$ cat src/rtl/sb_tx_msg_arbiter_if.sv
// Sideband TX message arbiter bus: requester side (level requests, packed
// messages, grant/ack) and sideband side (valid/message out, busy in).
// slave  = arbiter view, master = view of whoever drives requests/sideband.
interface sb_tx_msg_arbiter_if #(
  parameter int SB_MSG_WIDTH = 4,
  parameter int NUM_REQ      = 2
);
  logic                            i_enable;
  logic [NUM_REQ-1:0]              i_req_valid;
  logic [NUM_REQ*SB_MSG_WIDTH-1:0] i_req_msg;
  logic                            i_SB_Busy;
  logic                            i_falling_edge_busy;
  logic                            o_tx_msg_valid;
  logic [SB_MSG_WIDTH-1:0]         o_encoded_SB_msg;
  logic [NUM_REQ-1:0]              o_grant;
  logic [NUM_REQ-1:0]              o_req_ack;
  logic                            o_arb_busy;

  modport slave (
    input  i_enable, i_req_valid, i_req_msg, i_SB_Busy, i_falling_edge_busy,
    output o_tx_msg_valid, o_encoded_SB_msg, o_grant, o_req_ack, o_arb_busy
  );

  modport master (
    output i_enable, i_req_valid, i_req_msg, i_SB_Busy, i_falling_edge_busy,
    input  o_tx_msg_valid, o_encoded_SB_msg, o_grant, o_req_ack, o_arb_busy
  );
endinterface

$ cat src/rtl/sb_tx_msg_arbiter.sv
// Sideband TX message arbiter: picks one of NUM_REQ requesters, presents its
// message to the sideband until busy is seen, then acks it on the busy
// falling edge, followed by a one-cycle gap before the next arbitration.
// Optional: define SB_ARB_RR_EN for round-robin selection (pointer advances
// on ack only); otherwise fixed lowest-index priority.
module sb_tx_msg_arbiter #(
  parameter int SB_MSG_WIDTH = 4,
  parameter int NUM_REQ      = 2
) (
  input  logic                i_clk,
  input  logic                i_rst,
  sb_tx_msg_arbiter_if.slave  bus
);

  localparam int IDX_W = (NUM_REQ > 1) ? $clog2(NUM_REQ) : 1;

  localparam logic [1:0] ST_IDLE  = 2'd0;
  localparam logic [1:0] ST_ISSUE = 2'd1;
  localparam logic [1:0] ST_WAIT  = 2'd2;
  localparam logic [1:0] ST_GAP   = 2'd3;

  logic [1:0]              state_q, state_d;
  logic                    valid_q, valid_d;
  logic [SB_MSG_WIDTH-1:0] msg_q, msg_d;
  logic [NUM_REQ-1:0]      grant_q, grant_d;
  logic [NUM_REQ-1:0]      ack_q, ack_d;
  logic                    arb_busy_q, arb_busy_d;

  logic                    sel_found;
  logic [IDX_W-1:0]        sel_idx;
  logic [NUM_REQ-1:0]      sel_onehot;

  logic [SB_MSG_WIDTH-1:0] req_msg_arr [NUM_REQ];

  // Unpack the flat message bus into one entry per requester.
  for (genvar gi = 0; gi < NUM_REQ; gi++) begin : g_unpack
    assign req_msg_arr[gi] = bus.i_req_msg[gi*SB_MSG_WIDTH +: SB_MSG_WIDTH];
  end

`ifdef SB_ARB_RR_EN
  logic [IDX_W-1:0] idx_q, idx_d;
  logic [IDX_W-1:0] rr_ptr_q, rr_ptr_d;

  // Round-robin search starting at the pointer, wrapping at NUM_REQ.
  always_comb begin
    int cand;
    cand      = 0;
    sel_found = 1'b0;
    sel_idx   = '0;
    for (int off = 0; off < NUM_REQ; off++) begin
      cand = int'(rr_ptr_q) + off;
      if (cand >= NUM_REQ) cand = cand - NUM_REQ;
      if (!sel_found && bus.i_req_valid[cand[IDX_W-1:0]]) begin
        sel_found = 1'b1;
        sel_idx   = cand[IDX_W-1:0];
      end
    end
  end
`else
  // Fixed priority: lowest requesting index wins.
  always_comb begin
    sel_found = 1'b0;
    sel_idx   = '0;
    for (int k = NUM_REQ - 1; k >= 0; k--) begin
      if (bus.i_req_valid[k]) begin
        sel_found = 1'b1;
        sel_idx   = IDX_W'(k);
      end
    end
  end
`endif

  // One-hot form of the selected index for the grant output.
  always_comb begin
    sel_onehot          = '0;
    sel_onehot[sel_idx] = 1'b1;
  end

  // Next-state and registered-output computation.
  always_comb begin
    state_d = state_q;
    valid_d = valid_q;
    msg_d   = msg_q;
    grant_d = grant_q;
    ack_d   = '0;
`ifdef SB_ARB_RR_EN
    idx_d    = idx_q;
    rr_ptr_d = rr_ptr_q;
`endif
    case (state_q)
      ST_IDLE: begin
        if (bus.i_enable && sel_found && !bus.i_SB_Busy) begin
          state_d = ST_ISSUE;
          valid_d = 1'b1;
          msg_d   = req_msg_arr[sel_idx];
          grant_d = sel_onehot;
`ifdef SB_ARB_RR_EN
          idx_d   = sel_idx;
`endif
        end
      end
      ST_ISSUE: begin
        // Busy wins over a disable: once the SB has taken it, it must finish.
        if (bus.i_SB_Busy) begin
          state_d = ST_WAIT;
          valid_d = 1'b0;
          msg_d   = '0;
        end else if (!bus.i_enable) begin
          state_d = ST_IDLE;
          valid_d = 1'b0;
          msg_d   = '0;
          grant_d = '0;
        end
      end
      ST_WAIT: begin
        if (bus.i_falling_edge_busy) begin
          state_d = ST_GAP;
          ack_d   = grant_q;
          grant_d = '0;
`ifdef SB_ARB_RR_EN
          rr_ptr_d = (idx_q == IDX_W'(NUM_REQ - 1)) ? '0 : idx_q + 1'b1;
`endif
        end
      end
      ST_GAP: begin
        state_d = ST_IDLE;
      end
      default: begin
        state_d = ST_IDLE;
        valid_d = 1'b0;
        msg_d   = '0;
        grant_d = '0;
      end
    endcase
    arb_busy_d = (state_d != ST_IDLE);
  end

  // State and output registers with asynchronous reset.
  always_ff @(posedge i_clk or posedge i_rst) begin
    if (i_rst) begin
      state_q    <= ST_IDLE;
      valid_q    <= 1'b0;
      msg_q      <= '0;
      grant_q    <= '0;
      ack_q      <= '0;
      arb_busy_q <= 1'b0;
`ifdef SB_ARB_RR_EN
      idx_q      <= '0;
      rr_ptr_q   <= '0;
`endif
    end else begin
      state_q    <= state_d;
      valid_q    <= valid_d;
      msg_q      <= msg_d;
      grant_q    <= grant_d;
      ack_q      <= ack_d;
      arb_busy_q <= arb_busy_d;
`ifdef SB_ARB_RR_EN
      idx_q      <= idx_d;
      rr_ptr_q   <= rr_ptr_d;
`endif
    end
  end

  assign bus.o_tx_msg_valid   = valid_q;
  assign bus.o_encoded_SB_msg = msg_q;
  assign bus.o_grant          = grant_q;
  assign bus.o_req_ack        = ack_q;
  assign bus.o_arb_busy       = arb_busy_q;

endmodule
$ cat src/flat_wrapper.sv
// flat-port wrapper written by rule: the top's interface ports become plain ports
module sb_tx_msg_arbiter_flat 
#(
  parameter int SB_MSG_WIDTH = 4,
  parameter int NUM_REQ      = 2
)
  (i_clk, i_rst, bus_i_enable, bus_i_req_valid, bus_i_req_msg, bus_i_SB_Busy, bus_i_falling_edge_busy, bus_o_tx_msg_valid, bus_o_encoded_SB_msg, bus_o_grant, bus_o_req_ack, bus_o_arb_busy);
  sb_tx_msg_arbiter_if #(.SB_MSG_WIDTH(SB_MSG_WIDTH), .NUM_REQ(NUM_REQ)) bus_i ();
  input  logic i_clk;
  input  logic i_rst;
  input wire logic [$bits(bus_i.i_enable)-1:0] bus_i_enable;
  input wire logic [$bits(bus_i.i_req_valid)-1:0] bus_i_req_valid;
  input wire logic [$bits(bus_i.i_req_msg)-1:0] bus_i_req_msg;
  input wire logic [$bits(bus_i.i_SB_Busy)-1:0] bus_i_SB_Busy;
  input wire logic [$bits(bus_i.i_falling_edge_busy)-1:0] bus_i_falling_edge_busy;
  output wire logic [$bits(bus_i.o_tx_msg_valid)-1:0] bus_o_tx_msg_valid;
  output wire logic [$bits(bus_i.o_encoded_SB_msg)-1:0] bus_o_encoded_SB_msg;
  output wire logic [$bits(bus_i.o_grant)-1:0] bus_o_grant;
  output wire logic [$bits(bus_i.o_req_ack)-1:0] bus_o_req_ack;
  output wire logic [$bits(bus_i.o_arb_busy)-1:0] bus_o_arb_busy;
  assign bus_i.i_enable = bus_i_enable;
  assign bus_i.i_req_valid = bus_i_req_valid;
  assign bus_i.i_req_msg = bus_i_req_msg;
  assign bus_i.i_SB_Busy = bus_i_SB_Busy;
  assign bus_i.i_falling_edge_busy = bus_i_falling_edge_busy;
  assign bus_o_tx_msg_valid = bus_i.o_tx_msg_valid;
  assign bus_o_encoded_SB_msg = bus_i.o_encoded_SB_msg;
  assign bus_o_grant = bus_i.o_grant;
  assign bus_o_req_ack = bus_i.o_req_ack;
  assign bus_o_arb_busy = bus_i.o_arb_busy;
  sb_tx_msg_arbiter #(.SB_MSG_WIDTH(SB_MSG_WIDTH), .NUM_REQ(NUM_REQ)) u_core (.i_clk(i_clk), .i_rst(i_rst), .bus(bus_i));
endmodule
$ cat config.mk
export PLATFORM = sky130hd
export DESIGN_NAME = sb_tx_msg_arbiter_flat
export DESIGN_NICKNAME = d
export VERILOG_FILES = /design/src/rtl/sb_tx_msg_arbiter_if.sv /design/src/rtl/sb_tx_msg_arbiter.sv /design/src/flat_wrapper.sv
export SDC_FILE = /design/constraint.sdc
export NUM_CORES = 1
export LEC_CHECK = 0
export CAP_MARGIN = 5
export CORE_MARGIN = 2
export CORE_UTILIZATION = 45
export DETAILED_ROUTE_END_ITERATION = 8
export GPL_ROUTABILITY_DRIVEN = 0
export PLACE_DENSITY = 0.81
export SYNTH_ARGS = -nofsm -noshare
export SYNTH_HDL_FRONTEND = slang
export SYNTH_SLANG_ARGS = --single-unit
export TNS_END_PERCENT = 10
$ cat constraint.sdc
create_clock -name i_clk -period 2.48 [get_ports i_clk]
set_input_delay 0.372 -clock i_clk [delete_from_list [all_inputs] [get_ports i_clk]]
set_output_delay 0.372 -clock i_clk [all_outputs]
set_load 0.01 [all_outputs]
Yosys cells after proc, flatten, opt, wreduce, memory -nomap -nowiden
Index checks and enable logic that the tools add are counted.
- order comparisons: 3
- bitwise gates (word level): 1
- equality and inequality tests: 8
- mux-type cells: 28
- reductions and logical operators: 10
- operator list (kind ; number):
    2-to-1 mux 4 bit ; 6
    2-to-1 mux 2 bit ; 10
    one-hot mux 2 bit (4 select lines) ; 1
    one-hot mux 4 bit (2 select lines) ; 1
    2-to-1 mux 1 bit ; 7
    inequality test 2 bit (second input constant) ; 3
    one-hot mux 2 bit (3 select lines) ; 1
    AND reduction 5 bit ; 1
    == test 2 bit (second input constant) ; 2
    nonzero test 2 bit ; 2
    logical AND 1 bit ; 3
    inequality test 3 bit (second input constant) ; 1
    AND reduction 3 bit ; 1
    nonzero test 3 bit ; 1
    == test 2 x 1 -> 1 bit (second input constant) ; 1
    >= comparator 2 bit (second input constant) ; 1
    zero test 2 bit ; 1
    < comparator 1 x 2 -> 1 bit (second input constant) ; 1
    inequality test 2 x 1 -> 1 bit (second input constant) ; 1
    inverter 1 -> 2 bit ; 1
    one-hot mux 1 bit (2 select lines) ; 1
    demux 1 bit (select 1 bit) ; 1
    >= comparator 1 bit (second input constant) ; 1
    zero test 1 bit ; 1
- output and inout port bits: 10
- bits of input ports: 15
- word-level logic and storage cells: 56
- bits in registers: 12

Depth between registers and ports, before layout
Gate-level depths: netlist of run 1.
- depth in word-level cells: 8
- gate-level depth with buffers: 6
- depth with buffers taken out: 6

Worst setup path after synthesis of run 1
No wires, ideal clock.
- path kind: reg2reg
- from: register u_core.state_q[1]
- to: register u_core.msg_q[0] (netlist: u_core.bus.o_encoded_SB_msg[0])
- library setup time: 123 ps
- setup slack: 805 ps
- stages on the path, launching flop included: 6
- required time: 2357 ps
- data arrival time: 1553 ps
- cells stage by stage: dfrtp_1 -> inv_1 -> ha_1 -> or4b_4 -> a21boi_4 -> o2bb2ai_1
- word-level cells in the longest chain between the ends: 3
- elaborated cells on any way between the ends: 7
- ends and longest elaborated chain (element ; RTL line ; text):
    start, declared ; sb_tx_msg_arbiter.sv:22 ; logic [1:0] state_q, state_d;
    start signal, assigned ; sb_tx_msg_arbiter.sv:152 ; state_q <= state_d;
    == test 2 x 1 -> 1 bit or zero test 2 bit (tied branches) ; sb_tx_msg_arbiter.sv:90 ; case (state_q)
    inequality test 3 bit (no line) (tied with other cells) ; -- ;
    AND reduction 3 bit (no line) ; -- ;
    end signal, assigned ; sb_tx_msg_arbiter.sv:154 ; msg_q <= msg_d;
    end, declared ; sb_tx_msg_arbiter.sv:24 ; logic [SB_MSG_WIDTH-1:0] msg_q, msg_d;
Several ways; a longest one is shown, not always the timed one.
A chain may end at the register's enable or synchronous reset.

Worst setup path after layout of run 1
- from: register u_core.state_q[1]
- to: register u_core.msg_q[1] (netlist: u_core.bus.o_encoded_SB_msg[1])
Same word-level chain as after synthesis.

==> results.yml, run 1 <==
status:
  status: "completed"
synthesis:
  synth_flop_cell: "dfrtp_1"
  async_flop_share: 1.00
  synth-edff-count: 0
  synth_area_um2: 673
  ys_warn_count: 0
  synth_top_area_cell: "dfrtp_1"
  yosys.cell_types.count: 23
  synthTopCellsByArea: "dfrtp_1, ha_1, o2bb2ai_1"
  synth_nets: 82
  post_synth.cell_area_avg_um2: 10.9
  ys_seq_area_frac: 0.446
  syn_inst: 62
  synth_seq_cells: 12
  synth_top_area_frac: 0.446
global_route:
  grt_overflow: 0
  antenna_found_initial: 0
  grt_pass1_vias: 557
  grt_pass1_wl_mm: 2.69
  grt_use_total: 0.209
  grt_max_degree: 13
worst_setup_path:
  cp.arrival_ps: 2020
  path_class: "flop to flop"
  slowest_stage: "or4b_4"
  crit_fanout: 6
  required_ps: 2640
  r2r-end: "u_core.bus.o_encoded_SB_msg[1]$_DFFE_PP0P_"
  crit_path_cell_trace: "inv_1 > ha_1 > or4b_4 > a21boi_4 > o2bb2ai_1"
  endpoint_kind: "flop"
  r2r_start: "u_core.state_q[1]$_DFF_PP0_"
  cpPeakStageDelay_ps: 600
  rrSetupSlack_ps: 620
  crit_path_start_kind: "flop"
  r2r_cells: 5
timing:
  finClkSkew_ps: 0.633
  relSlewSlack: 0.684
  rsz0062_at_grt: "false"
  min_period_over_period: 0.749
  setup_viol: 0
  finalHoldViolations: 0
  finalHoldWorstSlack_ps: 407
  layout_min_cycle_time_ps: 1860
  tightest_slew_ps: 474
  tns_ps: 0
  slew_violations: 0
  max_freq_ghz: 0.539
cts:
  cts_resized: 0
  cts_root_buf: "clkbuf_4"
  clock_sinks: 12
  clock_path_buffers: 2
  cts.reportedPaths.clkPinSlew_ps: 80
  cts_buffers: 3
  clk-insertion-delay-late_ps: 270
  cts_setup_buffers: 0
  cts_tree: "built"
  cts_hold_buf: 0
  h-tree-depth: 1
die:
  core_mm2: 0.00135
  die_area_mm2: 0.00182
  die_w_um: 42.7
  row_count: 13
  dieHeight_um: 42.7
  start_util: 0.499
  pin_count: 25
cells_and_area:
  multi_input_area_um2: 350
  synthToLayoutAreaGrowth_pct: 43.3
  nNetsFinal: 110
  antenna_cells: 0
  seqCellArea_um2: 300
  layout-drive-gt1-share: 0.124
  nFillCells: 109
drt:
  wl_mm: 1.59
  routed-via-count: 566
  drtIter0Drc: 10
  routed_via_density: 5.44
  routedWlPerCell_um: 15.3
  ant_nets: 0
  drc: 0
  drt-pass1-iter-count: 4
pwr:
  p_leak_nw: 0.456
  vdd_ir_drop_max_mv: 0.565
  power_density_mw_per_mm2: 985
place:
  place.port_buffers: 24
  hpwl_mm: 1.26
worst_hold_path:
  hp-class: "primary input to async pin"
job:
  maxCapViolCount: 0
-- cell usage in the layout (no fill, tap or decap), types with 2 or more instances in the layout --
cell type	netlist	final
nor2_1	5	5
o21ai_0	6	6
clkbuf_4	0	3
clkdlybuf4s50_1	0	24
and3_1	2	2
dfrtp_1	12	12
inv_1	5	5
mux2_2	2	2
a21oi_1	3	3
mux2i_1	4	4
o2bb2ai_1	5	5
ha_1	5	5
-- sequential cells by signal, summed over array words and instances, names as in the netlist --
signal and cells:
u_core.bus.o_encoded_SB_msg 4, u_core.bus.o_grant 2, u_core.bus.o_req_ack 2, u_core.state_q 2
u_core.bus.o_arb_busy 1, u_core.bus.o_tx_msg_valid 1
-- cell usage after synthesis, types with 2 or more instances --
| master | instances |
|---|---|
| mux2i_1 | 4 |
| ha_1 | 5 |
| a21oi_1 | 3 |
| and3_1 | 2 |
| o2bb2ai_1 | 5 |
| nor2_1 | 5 |
| mux2_2 | 2 |
| o21ai_0 | 6 |
| inv_1 | 5 |
| dfrtp_1 | 12 |
-- final cells by class --
class,instances,share of cell area
well taps,15,0.0195
clock buffers,4,0.0376
repair buffers,24,0.249
flip-flops and latches,12,0.311
inverters,5,0.0195
multi-input cells,44,0.363
-- cell families (layout without fill, tap and decap cells) --
kind of cell,count (synthesis),count (layout),synth area share
AOI/OAI and AO/OA,18,18,0.191
and+or+nand+nor,15,15,0.143
DFF,12,12,0.446
muxes,6,6,0.0929
buffers and inverters,6,33,0.0335
adders and majority gates,5,5,0.0929
-- layer usage --
metal	vias to the layer above	wire length, µm	GRT usage	share of wire
met2	14	762	0.318	0.48
met1	269	706	0.259	0.44
li1	276	-	-	-
met5	-	0	0	0
met3	7	62	0.0511	0.039
met4	0	61	0.138	0.038
-- how the worst max path moves through the flow --
| stage | startpoint | to | depth (start not counted) | slack [ps] |
|---|---|---|---|---|
| floorplan | u_core.state_q[1]$_DFF_PP0_ | u_core.bus.o_encoded_SB_msg[0]$_DFFE_PP0P_ | 5 | 800 |
| global placement | bus_i_SB_Busy | u_core.bus.o_encoded_SB_msg[3]$_DFFE_PP0P_ | 5 | 530 |
| detailed placement | bus_i_SB_Busy | u_core.bus.o_encoded_SB_msg[1]$_DFFE_PP0P_ | 5 | 480 |
| CTS | u_core.state_q[1]$_DFF_PP0_ | u_core.bus.o_encoded_SB_msg[1]$_DFFE_PP0P_ | 5 | 640 |
| global route | u_core.state_q[1]$_DFF_PP0_ | u_core.bus.o_encoded_SB_msg[1]$_DFFE_PP0P_ | 5 | 530 |
| finish | u_core.state_q[1]$_DFF_PP0_ | u_core.bus.o_encoded_SB_msg[1]$_DFFE_PP0P_ | 5 | 620 |
-- critical path: cells and delay by family (launching register included) --
kind            cells  cell delay, ps
compound gates      2             310
fa+ha+maj           1             280
buf+inv             1             110
flops               1             440
simple gates        1             600
-- power by group --
| group | internal [W] | total, W | switching [W] |
|---|---|---|---|
| sequential | 0.000267 | 0.000317 | 0.0000499 |
| combinational | 0.000261 | 0.000476 | 0.000215 |
| clock | 0.0000893 | 0.000157 | 0.0000681 |
-- through the flow --
stage | setup slack [ps] | total power (W) | std cells | area, µm² | utilization
floorplan | 805 | 0.000602 | 62 | 673 | -
global placement | 528 | 0.000777 | 100 | 928 | 0.688
detailed placement | 482 | 0.000796 | 100 | 928 | 0.688
CTS | 635 | 0.000954 | 104 | 965 | 0.715
global route | 529 | 0.00102 | 104 | 965 | 0.715
finish | 623 | 0.000951 | 104 | 965 | 0.715
No activity file was read; power rests on OpenSTA's default activity.
==> run 2, diff against run 1 <==
Settings changed: CORE_UTILIZATION 45 to 38, PLACE_DENSITY 0.81 to 0.73.
Clock period 2.48 ns to 1.7 ns, I/O delays scaled along.
==> results.yml, run 2 (same netlist as run 1, synthesis figures left out) <==
drt:
  wl_mm: 1.55
  drtIter0Drc: 4
  drc: 0
  routed_via_density: 5.17
  routed-via-count: 589
  drt-pass1-iter-count: 4
  routedWlPerCell_um: 13.6
  ant_nets: 0
timing:
  final.setup.worst_slack_ps: 106
  finClkSkew_ps: 3.10
  min_period_over_period: 0.938
  relSlewSlack: 0.704
  slew_violations: 0
  setup_viol: 0
  finalHoldWorstSlack_ps: 271
  max_freq_ghz: 0.627
  tightest_slew_ps: 444
  layout_min_cycle_time_ps: 1590
  finalHoldViolations: 0
  rsz0062_at_grt: "false"
cells_and_area:
  synthToLayoutAreaGrowth_pct: 52.6
  largest_reg_flops: 4
  nNetsFinal: 118
  layout-drive-gt1-share: 0.196
  final_cell_mix: "clkdlybuf4s50_1, dfrtp_1, buf_4"
  antenna_cells: 0
  post-route-util: 0.608
  fin_area_mm2: 0.00103
  final_common_cell: "clkdlybuf4s50_1"
place:
  hpwl_mm: 1.21
  pre_cts_ws_ps: -68.7
  place_area_um2: 991
  place.port_buffers: 24
cts:
  cts_setup_buffers: 0
  cts_buffers: 3
  cts.reportedPaths.clkPinSlew_ps: 80
  clock_path_buffers: 2
  cts_tree: "built"
  clk-insertion-delay-late_ps: 270
  clock_sinks: 12
  cts_root_buf: "clkbuf_4"
  cts_resized: 0
  h-tree-depth: 1
  cts_hold_buf: 0
worst_setup_path:
  crit_path_start_kind: "flop"
  path_buf_inv: 1
  cp.arrival_ps: 1760
  rrSetupSlack_ps: 110
  path_class: "flop to flop"
  required_ps: 1860
  r2r_start: "u_core.state_q[0]$_DFF_PP0_"
  cpPeakStageDelay_ps: 460
  slowest_stage: "or4b_4"
  crit_path_cell_trace: "inv_1 > ha_1 > or4b_4 > a21boi_4 > o2bb2ai_1"
  crit_fanout: 4
  r2r_cells: 5
  r2r-end: "u_core.bus.o_encoded_SB_msg[3]$_DFFE_PP0P_"
  endpoint_kind: "flop"
  path_delay_family: "simple AND/OR/NAND/NOR gates"
pwr:
  vdd_ir_drop_max_mv: 0.771
  p_leak_nw: 0.494
  power_density_mw_per_mm2: 1410
  p_total_w: 0.00144
die:
  dieHeight_um: 46.1
  core_mm2: 0.00169
  die_area_mm2: 0.00212
  pin_count: 25
  row_count: 15
  die_w_um: 46.1
  start_util: 0.399
global_route:
  grt_max_degree: 13
  grt_pass1_wl_mm: 2.25
  grt_pass1_vias: 537
  antenna_found_initial: 0
  grt_use_total: 0.161
  grt_overflow: 0
worst_hold_path:
  hp-class: "primary input to async pin"
status:
  status: "completed"
job:
  maxCapViolCount: 0
## run 2: cell count changes in the layout (fill, tap and decap cells not counted), sizes merged
| cell | change |
|---|---|
| buf | +8 |
## run 2: area by class of cell
type,instances,area [µm²]
Fill cell,146,662
Clock buffer,4,36.3
Timing Repair Buffer,32,300
Sequential cell,12,300
Inverter,5,18.8
Multi-Input combinational cell,44,350
Tap cell,17,21.3
## run 2: how the worst max path moves through the flow
stage                                            from                                          to  slack [ps]  cells past startpoint
after floorplan           u_core.state_q[1]$_DFF_PP0_  u_core.bus.o_encoded_SB_msg[0]$_DFFE_PP0P_          20                      5
after CTS                 u_core.state_q[0]$_DFF_PP0_  u_core.bus.o_encoded_SB_msg[3]$_DFFE_PP0P_         110                      5
final                     u_core.state_q[0]$_DFF_PP0_  u_core.bus.o_encoded_SB_msg[3]$_DFFE_PP0P_         110                      5
after global routing      u_core.state_q[0]$_DFF_PP0_  u_core.bus.o_encoded_SB_msg[3]$_DFFE_PP0P_          20                      5
after global placement                   bus_i_enable  u_core.bus.o_encoded_SB_msg[0]$_DFFE_PP0P_         -30                      5
after detailed placement                 bus_i_enable  u_core.bus.o_encoded_SB_msg[0]$_DFFE_PP0P_         -70                      5
## run 2: metrics by stage
step           cells  TNS (ps)
6_report         114         0
3_3_place_gp     110      -172
4_1_cts          114         0
5_1_grt          114         0
2_1_floorplan     62         0
3_5_place_dp     110      -324
## run 2: layer usage
| metal | up-vias | wire length (µm) | global-route usage |
|---|---|---|---|
| met2 | 26 | 725 | 0.264 |
| met1 | 264 | 625 | 0.167 |
| li1 | 291 | - | - |
| met3 | 8 | 128 | 0.0471 |
| met4 | 0 | 74 | 0.137 |
| met5 | - | 0 | 0 |
## run 2: power breakdown
part           switching, W  internal [W]
logic              0.000339      0.000427
clock network     0.0000991      0.000130
registers         0.0000592      0.000389
==> run 3, diff against run 2 <==
Settings changed: CORE_UTILIZATION 38 to 40.
Clock period 1.7 ns to 1.9 ns, I/O delays scaled along.
==> results.yml, run 3 (same netlist as run 1, synthesis figures left out) <==
drt:
  drc: 0
  routed_via_density: 5.32
  routed-via-count: 569
  wl_mm: 1.36
  routedWlPerCell_um: 12.7
  drt-pass1-iter-count: 2
  drtIter0Drc: 6
  ant_nets: 0
timing:
  max_freq_ghz: 0.592
  finalHoldViolations: 0
  tns_ps: 0
  tightest_slew_ps: 453
  rsz0062_at_grt: "false"
  finClkSkew_ps: 3.62
  min_period_over_period: 0.889
  slew_violations: 0
  layout_min_cycle_time_ps: 1690
  setup_viol: 0
  relSlewSlack: 0.698
cells_and_area:
  post-route-util: 0.636
  nNetsFinal: 112
  nFillCells: 139
  final_common_cell: "clkdlybuf4s50_1"
  synthToLayoutAreaGrowth_pct: 45.7
  layout-drive-gt1-share: 0.143
  largest_reg_flops: 4
  final_cell_mix: "clkdlybuf4s50_1, dfrtp_1, o21ai_0"
  antenna_cells: 0
die:
  start_util: 0.437
  core_mm2: 0.00154
  die_area_mm2: 0.00203
  dieHeight_um: 45.0
  pin_count: 25
  die_w_um: 45.0
  row_count: 14
status:
  status: "completed"
cts:
  cts_root_buf: "clkbuf_4"
  cts.reportedPaths.clkPinSlew_ps: 80
  clock_sinks: 12
  h-tree-depth: 1
  cts_buffers: 3
  clk-insertion-delay-late_ps: 260
  clock_path_buffers: 2
  cts_hold_buf: 0
  cts_setup_buffers: 0
  cts_resized: 0
  cts_tree: "built"
worst_setup_path:
  path_buf_inv: 1
  path_class: "flop to flop"
  required_ps: 2050
  path_delay_family: "simple AND/OR/NAND/NOR gates"
  startpoint: "u_core.state_q[0]$_DFF_PP0_"
  endpoint_kind: "flop"
  crit_fanout: 5
  cp.arrival_ps: 1840
  slowest_stage: "or4b_4"
  crit_path_cell_trace: "inv_1 > ha_1 > or4b_4 > a21boi_4 > o2bb2ai_1"
  crit_path_start_kind: "flop"
  cpPeakStageDelay_ps: 480
  r2r_start: "u_core.state_q[0]$_DFF_PP0_"
global_route:
  grt_pass1_vias: 548
  grt_overflow: 0
  grt_pass1_wl_mm: 2.32
  grt_use_total: 0.157
  grt_max_degree: 13
  antenna_found_initial: 0
worst_hold_path:
  hp-class: "primary input to async pin"
job:
  maxCapViolCount: 0
place:
  hpwl_mm: 1.09
  place.port_buffers: 24
pwr:
  power_density_mw_per_mm2: 1260
  vdd_ir_drop_max_mv: 0.809
  p_leak_nw: 0.465
-- run 3: per-stage QoR --
stage	area [µm²]	cells	power, W	hold WS (ps)	worst slack (ps)
finish	981	107	0.00124	322	211
global route	981	107	0.00134	391	110
CTS	981	107	0.00125	340	208
detailed placement	945	103	0.00105	483	45.9
global placement	945	103	0.00104	479	89.2
floorplan	673	62	0.000785	150	225
-- run 3: routing by layer --
metal / vias up / part of all wire / GRT usage
li1: 279 / - / -
met1: 280 / 0.50 / 0.216
met2: 8 / 0.46 / 0.251
met3: 2 / 0.040 / 0.0240
met4: 0 / 0.0066 / 0.0529
met5: - / 0 / 0
-- run 3: final timing paths --
| check | cells past startpoint | to | slack (ps) |
|---|---|---|---|
| min in group i_clk | 1 | u_core.bus.o_encoded_SB_msg[0]$_DFFE_PP0P_ | 490 |
| max in group asynchronous | 2 | u_core.bus.o_tx_msg_valid$_DFFE_PP0P_ | 1270 |
| worst max-delay path | 5 | u_core.bus.o_encoded_SB_msg[3]$_DFFE_PP0P_ | 210 |
| worst min-delay path | 2 | u_core.bus.o_arb_busy$_DFF_PP0_ | 320 |
| worst max register to register | 5 | u_core.bus.o_encoded_SB_msg[3]$_DFFE_PP0P_ | 210 |
| worst min register to register | 1 | u_core.bus.o_encoded_SB_msg[0]$_DFFE_PP0P_ | 490 |
-- run 3: area by class of cell --
cell class	instances	area (µm²)	area share
flip-flops and latches	12	300	0.306
inverters	5	18.8	0.0191
clock buffers	4	36.3	0.0370
multi-input cells	44	350	0.357
repair buffers	26	255	0.260
well taps	16	20.0	0.0204
-- run 3: where the power goes --
group	internal [W]	leakage (nW)	switching, W
Combinational	0.000352	0.293	0.000278
Sequential	0.000348	0.152	0.0000602
Clock	0.000116	0.0210	0.0000824
-- run 3: worst register-to-register path, stage by stage (launching register included) --
cell	delay (ps)
dfrtp_1	420
inv_1	130
ha_1	240
or4b_4	480
a21boi_4	170
o2bb2ai_1	130
